==> config.mk <==
export PLATFORM = sky130hd
export DESIGN_NAME = food_placer
export DESIGN_NICKNAME = d
export VERILOG_FILES = /design/src/rtl/snake_pkg.sv /design/src/rtl/food_placer.sv
export SDC_FILE = /design/constraint.sdc
export NUM_CORES = 1
export LEC_CHECK = 0
export CAP_MARGIN = 25
export CORE_MARGIN = 8
export CORE_UTILIZATION = 45
export DETAILED_ROUTE_END_ITERATION = 12
export PLACE_DENSITY = 0.83
export SYNTH_ARGS = -nofsm -noshare
export SYNTH_HDL_FRONTEND = slang
export SYNTH_SLANG_ARGS = --single-unit
==> constraint.sdc <==
create_clock -name clk -period 2.3 [get_ports clk]
set_input_delay 0.575 -clock clk [delete_from_list [all_inputs] [get_ports clk]]
set_output_delay 0.575 -clock clk [all_outputs]
set_load 0.05 [all_outputs]
==> src/rtl/snake_pkg.sv <==
// Shared snake-game definitions: placer FSM states and grid constants.
package snake_pkg;

    typedef enum logic [1:0] {
        IDLE,
        DRAW,
        SCAN,
        DONE
    } state_t;

    localparam int CELL_COUNT = 1000;
    localparam int INIT_FOOD  = 300;

endpackage

==> src/rtl/food_placer.sv <==
// Food placer: draws LFSR candidates, rejects off-grid/forbidden/body cells.
// FOOD_PLACER_PROBE_EN: after MAX_TRIES rejections, probe linearly from cand.
module food_placer
    import snake_pkg::*;
#(
    parameter int max_len         = 16,
    parameter int num_len         = 10,
    parameter int max_len_bit_len = 4,
    parameter int CELL_COUNT      = snake_pkg::CELL_COUNT,
    parameter logic [num_len-1:0] INIT_FOOD = num_len'(snake_pkg::INIT_FOOD),
    parameter int MAX_TRIES       = 8
) (
    input  logic                       clk,
    input  logic                       rst_n,
    input  logic                       req,
    input  logic [num_len-1:0]         rand_in,
    input  logic [num_len-1:0]         other_food,
    input  logic [max_len_bit_len-1:0] snake_len,
    output logic [max_len_bit_len-1:0] body_idx,
    input  logic [num_len-1:0]         body_pos,
    output logic                       busy,
    output logic                       food_valid,
    output logic [num_len-1:0]         food_pos
);

    localparam int TW = $clog2(MAX_TRIES + 1);
    localparam logic [TW-1:0] TRIES_MAX = TW'(MAX_TRIES);
    localparam logic [num_len-1:0] LAST = num_len'(CELL_COUNT - 1);
    localparam logic [max_len_bit_len-1:0] LEN_MAX =
        max_len_bit_len'(max_len - 1);
    localparam logic [max_len_bit_len-1:0] ONE = max_len_bit_len'(1);

    state_t                     state_q, state_d;
    logic [num_len-1:0]         cand_q, cand_d;
    logic [num_len-1:0]         other_q, other_d;
    logic [max_len_bit_len-1:0] len_q, len_d;
    logic [max_len_bit_len-1:0] idx_q, idx_d;
    logic [TW-1:0]              tries_q, tries_d;
    logic [num_len-1:0]         pick;
    logic                       reject;

    always_comb begin
        state_d = state_q;
        cand_d  = cand_q;
        other_d = other_q;
        len_d   = len_q;
        idx_d   = idx_q;
        tries_d = tries_q;
        pick    = rand_in;
        reject  = 1'b0;
        unique case (state_q)
            IDLE: begin
                tries_d = '0;
                idx_d   = '0;
                if (req) begin
                    state_d = DRAW;
                    len_d   = (snake_len > LEN_MAX) ? LEN_MAX : snake_len;
                    other_d = other_food;
                end
            end
            DRAW: begin
`ifdef FOOD_PLACER_PROBE_EN
                if (tries_q == TRIES_MAX)
                    pick = (cand_q >= LAST) ? '0 : cand_q + 1'b1;
`endif
                cand_d = pick;
                idx_d  = '0;
                if (pick > LAST || pick == other_q)
                    reject = 1'b1;
                else if (len_q == '0)
                    state_d = DONE;
                else
                    state_d = SCAN;
            end
            SCAN: begin
                if (body_pos == cand_q) begin
                    reject  = 1'b1;
                    state_d = DRAW;
                    idx_d   = '0;
                end else if (idx_q == len_q - ONE) begin
                    state_d = DONE;
                    idx_d   = '0;
                end else begin
                    idx_d = idx_q + ONE;
                end
            end
            DONE: state_d = IDLE;
            default: state_d = IDLE;
        endcase
        if (reject && tries_q != TRIES_MAX)
            tries_d = tries_q + 1'b1;
    end

    // food_pos takes the winner on entry to DONE so it is new during DONE
    always_ff @(posedge clk or negedge rst_n) begin
        if (!rst_n) begin
            state_q  <= IDLE;
            cand_q   <= '0;
            other_q  <= '0;
            len_q    <= '0;
            idx_q    <= '0;
            tries_q  <= '0;
            food_pos <= INIT_FOOD;
        end else begin
            state_q <= state_d;
            cand_q  <= cand_d;
            other_q <= other_d;
            len_q   <= len_d;
            idx_q   <= idx_d;
            tries_q <= tries_d;
            if (state_d == DONE)
                food_pos <= cand_d;
        end
    end

    assign body_idx   = idx_q;
    assign busy       = (state_q != IDLE);
    assign food_valid = (state_q == DONE);

endmodule

# After elaboration in Yosys (flattened, before gate mapping)
# Cells that the tools add are included.
word_totals:
  reg_bits: 40
  output_inout_bits: 16
  wordCells: 35
op_classes:
  n_addsub: 2
  magnitude_cmp: 2
  eq_ne: 7
  mux: 11
  reduce_logical: 7
op_table:
  columns: ["op", "count"]
  rows:
  - ["equality test 10 bit", 2]
  - ["two-way mux 4 bit", 3]
  - ["greater-than comparator 10 bit, second input constant", 1]
  - ["two-way mux 10 bit", 1]
  - ["two-way mux 2 bit", 4]
  - ["one-hot mux 2 bit (4 select lines)", 1]
  - ["one-hot mux 4 bit (2 select lines)", 1]
  - ["equality test 2 bit, second input constant", 3]
  - ["adder 4 x 1 -> 4 bit, second input constant", 1]
  - ["equality test 4 bit", 1]
  - ["greater-than comparator 4 bit, second input constant", 1]
  - ["zero test 4 bit", 1]
  - ["nonzero test 2 bit", 2]
  - ["subtractor 4 x 1 -> 4 bit, second input constant", 1]
  - ["equality test 2 x 1 -> 1 bit, second input constant", 1]
  - ["zero test 2 bit", 1]
  - ["AND reduction 2 bit", 1]
  - ["OR reduction 2 bit", 1]
  - ["logical OR 1 bit", 1]
  - ["two-way mux 1 bit", 1]

# Logic depth before layout (Yosys ltp)
logic_depth:
  depth_word: 6
  depth_mapped: 8
  depth_no_buf: 8

# Least setup slack after synthesis
# No wires, ideal clock.
synth_timing:
  path_kind: "in2reg"
  start: "in body_pos[7]"
  end: "reg food_pos[1]"
  setup_time_ps: 125
  arrival_time_ps: 1895
  t_required_ps: 2175
  path_slack_ps: 280
  path_stages: 6
  n_path_buf: 0
  cell_sequence: "xor2_1 nor4_2 nand4_1 a22o_2 o21ai_4 mux2_2"
synth_via:
  elab_chain_len: 4
synth_lines:
  columns: ["element", "line", "rtl"]
  rows:
  - ["start, declared", "food_placer.sv:20", "input logic [num_len-1:0] body_pos,"]
  - ["equality test 10 bit", "food_placer.sv:76", "if (body_pos == cand_q) begin"]
  - ["two-way mux 2 bit", "food_placer.sv:76", null]
  - ["one-hot mux 2 bit (4 select lines)", "food_placer.sv:51", "unique case (state_q)"]
  - ["named net state_d[1]", "food_placer.sv:33", "state_t state_q, state_d;"]
  - ["equality test 2 bit", "food_placer.sv:111", "if (state_d == DONE)"]
  - ["end signal, assigned", "food_placer.sv:112", "food_pos <= cand_d;"]
  - ["end, declared", "food_placer.sv:23", "output logic [num_len-1:0] food_pos"]
# The timed path passes the listed nets, and every way through them passes these cells.
# A chain may end at the register's enable or synchronous reset.

# Worst setup path in the final report
layout_timing:
  start: "in rand_in[3]"
  end: "reg food_pos[1]"
layout_via:
  elab_chain_len: 5
layout_lines:
  columns: ["element", "line", "rtl"]
  rows:
  - ["start, declared", "food_placer.sv:16", "input logic [num_len-1:0] rand_in,"]
  - ["greater-than comparator 10 bit / equality test 10 bit (equally long branches)", "food_placer.sv:68", "if (pick > LAST || pick == other_q)"]
  - ["logical OR 1 bit (*)", "food_placer.sv:68", null]
  - ["two-way mux 2 bit (*)", "food_placer.sv:68", null]
  - ["one-hot mux 2 bit (4 select lines) (*)", "food_placer.sv:51", null]
  - ["named net state_d[1]", "food_placer.sv:33", null]
  - ["equality test 2 bit (*)", "food_placer.sv:111", null]
# Mark *: on every way through the listed nets, which the timed path passes. The rest lies on a longest branch.

==> impl_metrics.yaml <==
route:
  routed_via_density: 5.201
  num_vias: 1498
  first_pass_iters: 4
  drt-initial-drc-count: 138
  routedWlPerCell_um: 16.59
  drc_errors: 0
  ant_nets: 0
  wl_um: 4778
synthesis:
  avgSynthCellArea_um2: 11.44
  synthesis.area_um2: 1922
  syn_nets: 207
  ys_ff_latch: 40
  yosys.cell_types.count: 35
  synth_cells: 168
  seq_area_frac_synth_pct: 52.34
  ys_warn_count: 0
die:
  pin_count: 53
  die-area_um2: 6618
  fp.dieH_um: 81.35
  die_width_um: 81.35
  rows: 23
  initial_core_util_pct: 47.36
  core_area_um2: 4058
layout:
  areaGrowthSynthToFinish_pct: 43.88
  drive_above_1_share_pct: 25.32
  mostFrequentLayoutCells: "dfrtp_1, clkdlybuf4s50_1, nand2_1, xor2_1, mux2_2"
  final_common_cell: "dfrtp_1"
  nets: 276
  stdcell_count: 288
global_routing:
  antenna_found_initial: 1
  grt-ovfl-total: 0
  grt_pass1_wl_um: 7403
  grt.total_usage_pct: 14.60
  grt_max_degree: 41
  grt_pass1_vias: 1554
worst_setup_path:
  cp-end-kind: "flop"
  path_cells: "dlygate4sd2_1, xor2_1, nor4_1, nand4_1, a22o_4, o21ai_4, mux2_4"
  crit_arrival_ns: 2.42
  cp_slowest_stage_delay_ns: 0.35
  cp.required_ns: 2.48
  crit_fanout: 5
  worstSetupStartpointType: "primary input"
  critPathKind: "primary input to flop"
  slowest_stage: "nor4_1"
cts:
  cts_hold_buf: 0
  cts-root-buf: "clkbuf_8"
  cts.sinks: 40
  clock_path_buffers: 2
  cts_tree: "built"
  clock_latency_ns: 0.30
  cts_buffers: 5
  htreeDepth: 2
  clk_pin_slew_ns: 0.08
flow_run:
  cap_violations: 0
timing:
  skew_ns: 0.01041
  setup_tns_ns: 0
  fin_crit_ns: 2.246
  setup_viol: 0
  post-route-period-util_pct: 97.64
  worstMarginPinSlew_ns: 0.7932
  hold_viol: 0
  clock.fmax_mhz: 445.3
  max_slew_margin_pct: 47.01
  final_max_slew_viol_count: 0
place:
  dp_hpwl_um: 3354
  port_buffers: 52
  gp_congestion: 0.7614
  dp_cells: 276
power_and_ir_drop:
  leakagePower_nw: 1.320
  p_per_area_nw_per_um2: 1348
  vdd_drop_max_uv: 805.1
worst_hold_path:
  hold_class: "primary input to async pin"
run_status:
  status: "finished, final reports clean"
path summary, 6_finish.rpt:
check,startpoint,endpoint,slack [ns],cells after the start
setup reg to reg,len_q[0],food_pos[1],0.20,8
min in group clk,cand_q[2],cand_q[2],0.52,2
hold reg to reg,cand_q[2],cand_q[2],0.52,2
max in group asynchronous,rst_n,food_pos[3],1.62,2
setup / recovery,rand_in[3],food_pos[1],0.05,7
hold / removal,rst_n,food_pos[0],0.31,2
flip-flops by register name (all words and copies together) (netlist names):
name	flops
len_q	4
other_q	10
state_q	2
body_idx	4
cand_q	10
food_pos	10
cells in the mapped netlist, drive strengths merged:
| cell | count | share of area [%] |
|---|---|---|
| a21boi | 1 | 0.39 |
| a21o | 1 | 0.39 |
| a21oi | 1 | 0.26 |
| a22o | 1 | 0.52 |
| and2 | 1 | 0.33 |
| and2b | 1 | 0.39 |
| buf | 1 | 0.26 |
| clkbuf | 3 | 0.59 |
| dfrtp | 36 | 47 |
| dfstp | 4 | 5.5 |
| ha | 2 | 1.3 |
| inv | 5 | 0.98 |
| mux2 | 22 | 13 |
| nand2 | 33 | 6.4 |
| nand2b | 1 | 0.33 |
| nand3 | 1 | 0.26 |
| nand4 | 4 | 1.3 |
| nand4b | 1 | 0.46 |
| nor2 | 3 | 0.72 |
| nor2b | 1 | 0.33 |
| nor3 | 1 | 0.26 |
| nor3b | 1 | 0.39 |
| nor4 | 4 | 1.6 |
| o21ai | 6 | 2.1 |
| o21bai | 1 | 0.39 |
| o2bb2ai | 2 | 0.91 |
| o32ai | 1 | 0.46 |
| or2 | 2 | 0.65 |
| xnor2 | 6 | 2.7 |
| xor2 | 21 | 9.6 |
layout make-up:
cell class / count / area [um2]
Sequential cell: 40 / 1006
Multi-Input combinational cell: 120 / 965.9
Clock inverter: 2 / 12.51
Inverter: 5 / 18.77
Timing Repair Buffer: 65 / 628.1
Antenna cell: 1 / 2.502
Fill cell: 290 / 1292
Tap cell: 50 / 62.56
Clock buffer: 5 / 68.82
critical path, delay by kind of cell:
family                 cells  cell delay, ns
multiplexers               1            0.34
XOR/XNOR                   1            0.16
AND/OR/NAND/NOR            2            0.62
buffers and inverters      1            0.26
AO/OA/AOI/OAI              2            0.47
timing repair:
item                                    in CTS  in global routing
gates resized for setup                     19                 13
pin swaps                                    9                  9
setup buffers                                3                  0
endpoints found under the setup margin      11                 13
gates cloned                                 1                  0
where the power goes:
part,internal [W],switching (W)
sequential,0.00107,0.000267
combinational,0.000870,0.00108
clock,0.000205,0.000237
total,0.00214,0.00158
layer usage:
metal	part of all wire, %	vias to the layer above	track usage, %
met2	50	51	23.23
li1	-	705	-
met3	6.8	10	5.519
met1	41	732	17.32
met5	0	-	0
met4	2.2	0	6.071
logic make-up after synthesis:
logic type | synth area share (%)
simple gates | 13.48
buf+inv | 1.823
flops | 52.34
mux | 13.28
compound gates | 5.469
fa+ha+maj | 1.302
xor+xnor | 12.30
metrics by stage:
stage                     power [W]  setup slack, ns  cell area (um2)  util [%]  hold WS (ns)
after floorplan            0.002586           0.2799             1922         -        0.2794
after global placement     0.003095          -0.4785             2556     63.00        0.4988
after detailed placement   0.003144          -0.4960             2556     63.00        0.4929
after CTS                  0.003711         0.007127             2723     67.10        0.3328
after global routing       0.003962          -0.1306             2765     68.15        0.3627
final                      0.003727          0.05420             2765     68.15        0.3068
Note: power is estimated with default switching activity, not from simulation.
